<file path="src/rtl/if_id_ex_pipe.sv">
// PC, IF/ID and ID/EX control registers, acting on the hazard handshake and on branch redirects.
// All outputs are registered with one cycle of latency; stall/flush inputs hold or bubble the stages, with no ready/credit path.
module if_id_ex_pipe #(
    parameter int                 ADDR_W    = 32,
    parameter int                 INSTR_W   = 32,
    parameter int                 CTRL_W    = 9,
    parameter logic [ADDR_W-1:0]  RESET_PC  = '0,
    parameter logic [INSTR_W-1:0] NOP_INSTR = '0,
    parameter int                 CNT_W     = 16
) (
    input  logic               clk,
    input  logic               reset,
    input  logic               pc_write_en,
    input  logic               ifid_write_en,
    input  logic               stall_flush,
    input  logic               branch_taken,
    input  logic [ADDR_W-1:0]  branch_target,
    input  logic [INSTR_W-1:0] imem_instr,
    input  logic [CTRL_W-1:0]  id_ctrl,
    input  logic [4:0]         id_rs,
    input  logic [4:0]         id_rt,
    input  logic [4:0]         id_rd,
    output logic [ADDR_W-1:0]  pc,
    output logic [INSTR_W-1:0] ifid_instr,
    output logic [ADDR_W-1:0]  ifid_pc4,
    output logic               ifid_valid,
    output logic [CTRL_W-1:0]  ex_ctrl,
    output logic [4:0]         ex_rs,
    output logic [4:0]         ex_rt,
    output logic [4:0]         ex_rd,
    output logic [CNT_W-1:0]   stall_cnt,
    output logic [CNT_W-1:0]   flush_cnt,
    output logic               proto_err
);

    logic [ADDR_W-1:0]  pc_q, pc_d;
    logic [INSTR_W-1:0] ifid_instr_q, ifid_instr_d;
    logic [ADDR_W-1:0]  ifid_pc4_q, ifid_pc4_d;
    logic               ifid_valid_q, ifid_valid_d;
    logic [CTRL_W-1:0]  ex_ctrl_q, ex_ctrl_d;
    logic [4:0]         ex_rs_q, ex_rs_d;
    logic [4:0]         ex_rt_q, ex_rt_d;
    logic [4:0]         ex_rd_q, ex_rd_d;
    logic [CNT_W-1:0]   stall_cnt_q, stall_cnt_d;
    logic [CNT_W-1:0]   flush_cnt_q, flush_cnt_d;
    logic               proto_err_q, proto_err_d;
    logic [ADDR_W-1:0]  pc_plus4;

    assign pc_plus4 = pc_q + ADDR_W'(4);

    always_comb begin
        pc_d         = pc_q;
        ifid_instr_d = ifid_instr_q;
        ifid_pc4_d   = ifid_pc4_q;
        ifid_valid_d = ifid_valid_q;
        ex_ctrl_d    = id_ctrl;
        ex_rs_d      = id_rs;
        ex_rt_d      = id_rt;
        ex_rd_d      = id_rd;
        stall_cnt_d  = stall_cnt_q;
        flush_cnt_d  = flush_cnt_q;
        proto_err_d  = proto_err_q;

        if (branch_taken) begin
            pc_d = branch_target;
        end else if (pc_write_en) begin
            pc_d = pc_plus4;
        end

        if (branch_taken) begin
            ifid_instr_d = NOP_INSTR;
            ifid_pc4_d   = '0;
            ifid_valid_d = 1'b0;
        end else if (ifid_write_en) begin
            ifid_instr_d = imem_instr;
            ifid_pc4_d   = pc_plus4;
            ifid_valid_d = 1'b1;
        end

        // Register fields still flow on bubbles; only the control bundle is squashed.
        if (stall_flush || branch_taken) begin
            ex_ctrl_d = '0;
        end

        if (stall_flush && !branch_taken && (stall_cnt_q != '1)) begin
            stall_cnt_d = stall_cnt_q + CNT_W'(1);
        end
        if (branch_taken && (flush_cnt_q != '1)) begin
            flush_cnt_d = flush_cnt_q + CNT_W'(1);
        end

        // A consistent hazard handshake has both enables equal and stall_flush their inverse.
        if (!branch_taken && ((pc_write_en != ifid_write_en) || (stall_flush == pc_write_en))) begin
            proto_err_d = 1'b1;
        end
    end

    always_ff @(posedge clk) begin
        if (reset) begin
            pc_q         <= RESET_PC;
            ifid_instr_q <= NOP_INSTR;
            ifid_pc4_q   <= '0;
            ifid_valid_q <= 1'b0;
            ex_ctrl_q    <= '0;
            ex_rs_q      <= '0;
            ex_rt_q      <= '0;
            ex_rd_q      <= '0;
            stall_cnt_q  <= '0;
            flush_cnt_q  <= '0;
            proto_err_q  <= 1'b0;
        end else begin
            pc_q         <= pc_d;
            ifid_instr_q <= ifid_instr_d;
            ifid_pc4_q   <= ifid_pc4_d;
            ifid_valid_q <= ifid_valid_d;
            ex_ctrl_q    <= ex_ctrl_d;
            ex_rs_q      <= ex_rs_d;
            ex_rt_q      <= ex_rt_d;
            ex_rd_q      <= ex_rd_d;
            stall_cnt_q  <= stall_cnt_d;
            flush_cnt_q  <= flush_cnt_d;
            proto_err_q  <= proto_err_d;
        end
    end

    assign pc         = pc_q;
    assign ifid_instr = ifid_instr_q;
    assign ifid_pc4   = ifid_pc4_q;
    assign ifid_valid = ifid_valid_q;
    assign ex_ctrl    = ex_ctrl_q;
    assign ex_rs      = ex_rs_q;
    assign ex_rt      = ex_rt_q;
    assign ex_rd      = ex_rd_q;
    assign stall_cnt  = stall_cnt_q;
    assign flush_cnt  = flush_cnt_q;
    assign proto_err  = proto_err_q;

endmodule

</file>
<file path="config.mk">
export PLATFORM = sky130hd
export DESIGN_NAME = if_id_ex_pipe
export DESIGN_NICKNAME = d
export VERILOG_FILES = /design/src/rtl/if_id_ex_pipe.sv
export SDC_FILE = /design/constraint.sdc
export NUM_CORES = 1
export LEC_CHECK = 0
export ABC_AREA = 0
export CAP_MARGIN = 5
export CORE_ASPECT_RATIO = 1.75
export CORE_MARGIN = 4
export CORE_UTILIZATION = 27
export CTS_CLUSTER_SIZE = 12
export DETAILED_ROUTE_END_ITERATION = 10
export GPL_ROUTABILITY_DRIVEN = 0
export GPL_TIMING_DRIVEN = 0
export PLACE_DENSITY = 0.64
export SYNTH_ARGS = -nofsm -noshare
export SYNTH_HDL_FRONTEND = slang
export SYNTH_SLANG_ARGS = --single-unit
</file>
<file path="constraint.sdc">
create_clock -name clk -period 2.65 [get_ports clk]
set_input_delay 0.3975 -clock clk [delete_from_list [all_inputs] [get_ports clk]]
set_output_delay 0.3975 -clock clk [all_outputs]
set_load 0.03 [all_outputs]
</file>
==> results.yml <==
run_status:
  outcome: "completed"
routing:
  drt-initial-drc-count: 391
  viasPerCell: 5.08
  wirelength_um: 26200
  routedWlPerCell_um: 18.9
  vias: 7048
  firstDrtPassIters: 5
  drc_errors: 0
  ant_nets: 0
clock_network:
  cts_tree: "yes"
  clock_latency_ns: 0.44
  cts.path.max_buffers: 2
  htreeDepth: 4
  clockRootBuffer: "clkbuf_16"
  clock-sinks: 154
  cts_hold_buffers: 0
  cts-buffers-inserted: 17
  clk_pin_slew_ns: 0.06
sta:
  slew_viol_final: 0
  worst_pin_slew_ns: 0.751
  rsz0062_at_grt: "false"
  clock-skew-final_ns: 0.00901
  finalHoldViolations: 0
  period_needed_ns: 2.52
  setup_violations: 0
  maxSlewHeadroom_pct: 49.9
  period_share_pct: 95.0
  fmax_mhz: 397
global_route:
  grt_use_met2_pct: 32.3
  antenna_found_initial: 3
  grt_pass1_wl_um: 38900
  met1_usage_pct: 18.0
  met3_usage_pct: 5.87
  grt_max_degree: 17
  grt_use_total_pct: 18.0
  overflow: 0
  grt_pass1_vias: 6928
  top_usage_layer: "met2"
worst_setup_path:
  ff2ff_path_depth: 6
  endpoint_kind: "flop"
  arrival_ns: 2.81
  r2r_slack_ns: 0.17
  path_max_fanout: 10
  start_kind: "primary input"
  reg2reg_to: "pc[18]$_SDFFE_PP0N_"
  critPathKind: "in2reg"
  cp.required_ns: 2.95
  r2r-start: "pc[3]$_SDFFE_PP0N_"
logic_synthesis:
  synthXorXnorAreaFrac_pct: 2.91
  synth_fa_ha_area_share_pct: 0.542
  syn-num-nets: 886
  synth-seq-cells: 154
  synthTopCellsByCount: "dfxtp_1, nor2_1, clkbuf_1"
  syn_inst: 789
  synthArstFlopShare_pct: 0
  netlist_area_sq_um: 6920
  netlist.area_leader.share_pct: 44.5
  synth_ff_type: "dfxtp_1"
  synth_mux_area_share_pct: 8.20
  synth_top_family_by_area: "simple AND/OR/NAND/NOR gates"
  synth.area.top_cells: "dfxtp_1, mux2i_1, nor2_1"
  syn_area_per_cell_sq_um: 8.78
  yosysMostFrequentCell: "dfxtp_1"
  synth_compound_area_share_pct: 15.0
  ys_seq_area_share_pct: 44.5
  yosys_warnings: 0
  yosys.area_share.simple_pct: 24.3
  ys_types: 47
  synth-edff-count: 0
  synth_area_leader_cell: "dfxtp_1"
floorplan:
  pin_count: 248
  placementRows: 77
  die_y_um: 220
  fp.coreArea_sq_um: 25200
  dieArea_sq_um: 28400
  initial_utilization_pct: 27.4
  die_w_um: 129
hold_path:
  holdCritStartpoint: "ifid_write_en"
  hold_depth: 4
  hold-path-endpoint: "ifid_pc4[30]$_SDFFE_PP0P_"
  min_path_type: "in2reg"
run:
  maxCapViolations: 0
placed_design:
  io_buffers: 245
  hpwlAfterDp_um: 20300
layout:
  final_core_util_pct: 41.3
  layout.nets: 1153
  drive_above_1_share_pct: 6.74
  syn_to_final_growth_pct: 50.4
pwr:
  p_leak_nw: 3.63
  pwr_density_cell_nw_per_um2: 562
  irDropWorstVdd_uv: 550
  finalPower_mw: 5.86
[flip-flops by register name, indices dropped and copies added, names as in the netlist]
signal,flops
ex_rt,5
proto_err,1
ex_ctrl,9
ifid_valid,1
flush_cnt,16
pc,32
ex_rs,5
stall_cnt,16
ex_rd,5
ifid_instr,32
ifid_pc4,32
[worst max-delay path by stage]
stage / from / end / slack, ns / cells after the start
floorplan: pc[2]$_SDFFE_PP0N_ / ifid_pc4[24]$_SDFFE_PP0P_ / 0.28 / 7
global placement: branch_taken / pc[26]$_SDFFE_PP0N_ / -0.39 / 7
detailed placement: branch_taken / pc[26]$_SDFFE_PP0N_ / -0.45 / 7
finish: branch_taken / pc[26]$_SDFFE_PP0N_ / 0.13 / 7
CTS: branch_taken / pc[26]$_SDFFE_PP0N_ / 0.01 / 7
global route: pc[3]$_SDFFE_PP0N_ / pc[24]$_SDFFE_PP0N_ / 0.02 / 6
[cells in the final DEF, fill, tap and decap left out, drive strengths merged, types with 3 or more instances in the layout]
master           n
nor3             8
and3             9
or4             27
nand3           21
and4             9
nor2            90
o31ai           20
clkinv           4
inv             14
a311oi          16
clkdlybuf4s50  245
nor4            13
buf             22
nor2b           31
xor2             8
clkbuf          70
o21ai           40
dfxtp          154
mux2            14
or2              5
nand2           37
or3             18
ha               3
o41ai            5
and2            13
a21oi           35
a211oi          17
mux2i           41
nand4           26
xnor2           15
a31oi           17
[worst max-delay path, stage by stage]
cell             delay, ns
clkdlybuf4s50_1       0.65
clkbuf_1              0.39
inv_1                 0.25
clkbuf_1              0.34
clkbuf_2              0.31
o21ai_0               0.40
a31oi_1               0.07
[through the flow]
stage	worst slack [ns]	TNS, ns	std cells	cell area, sq um	hold slack, ns
6_report	0.133	0	1387	10400	0.484
2_1_floorplan	0.283	0	789	6920	0.484
3_3_place_gp	-0.391	-6.41	1350	9770	0.448
4_1_cts	0.0126	0	1382	10400	0.451
5_1_grt	0.0167	0	1386	10400	0.484
3_5_place_dp	-0.447	-7.26	1350	9770	0.469
[layer usage]
metal	part of all wire, %	wire length (um)
met5	0.13	33
met2	53	13900
met1	35	9210
met4	4.8	1260
met3	6.6	1730
[power breakdown]
group          internal, mW  switching [mW]  leakage [nW]  total, mW
sequential             2.41          0.0875          1.26       2.49
clock                  1.49            1.02         0.293       2.50
combinational         0.390           0.468          2.07      0.858
total                  4.28            1.57          3.63       5.86
[cell families (layout without fill, tap and decap cells)]
logic type | count (synthesis) | after routing
AOI/OAI and AO/OA | 161 | 161
xor gates and xnor gates | 23 | 23
adders and majority gates | 3 | 3
buffers and inverters | 79 | 359
DFF | 154 | 154
muxes | 55 | 55
other | 0 | 2
and+or+nand+nor | 314 | 314
[area by class of cell]
cell class,instances,area [sq um]
plain buffers,67,274
repair buffers,248,2470
clock buffers,22,484
multi-input cells,556,3540
flip-flops and latches,154,3080
clock inverters,10,113
well taps,316,395
inverters,12,45.0
fillers,2599,14800
diodes,2,5.00
[what timing repair did]
item                       CTS  global route
setup endpoints to repair    5            15
pin swaps                    0             1
gates resized for setup      2             6
setup buffers                0             3
hold endpoints to repair     0             0
No activity file was read; power rests on OpenSTA's default activity.
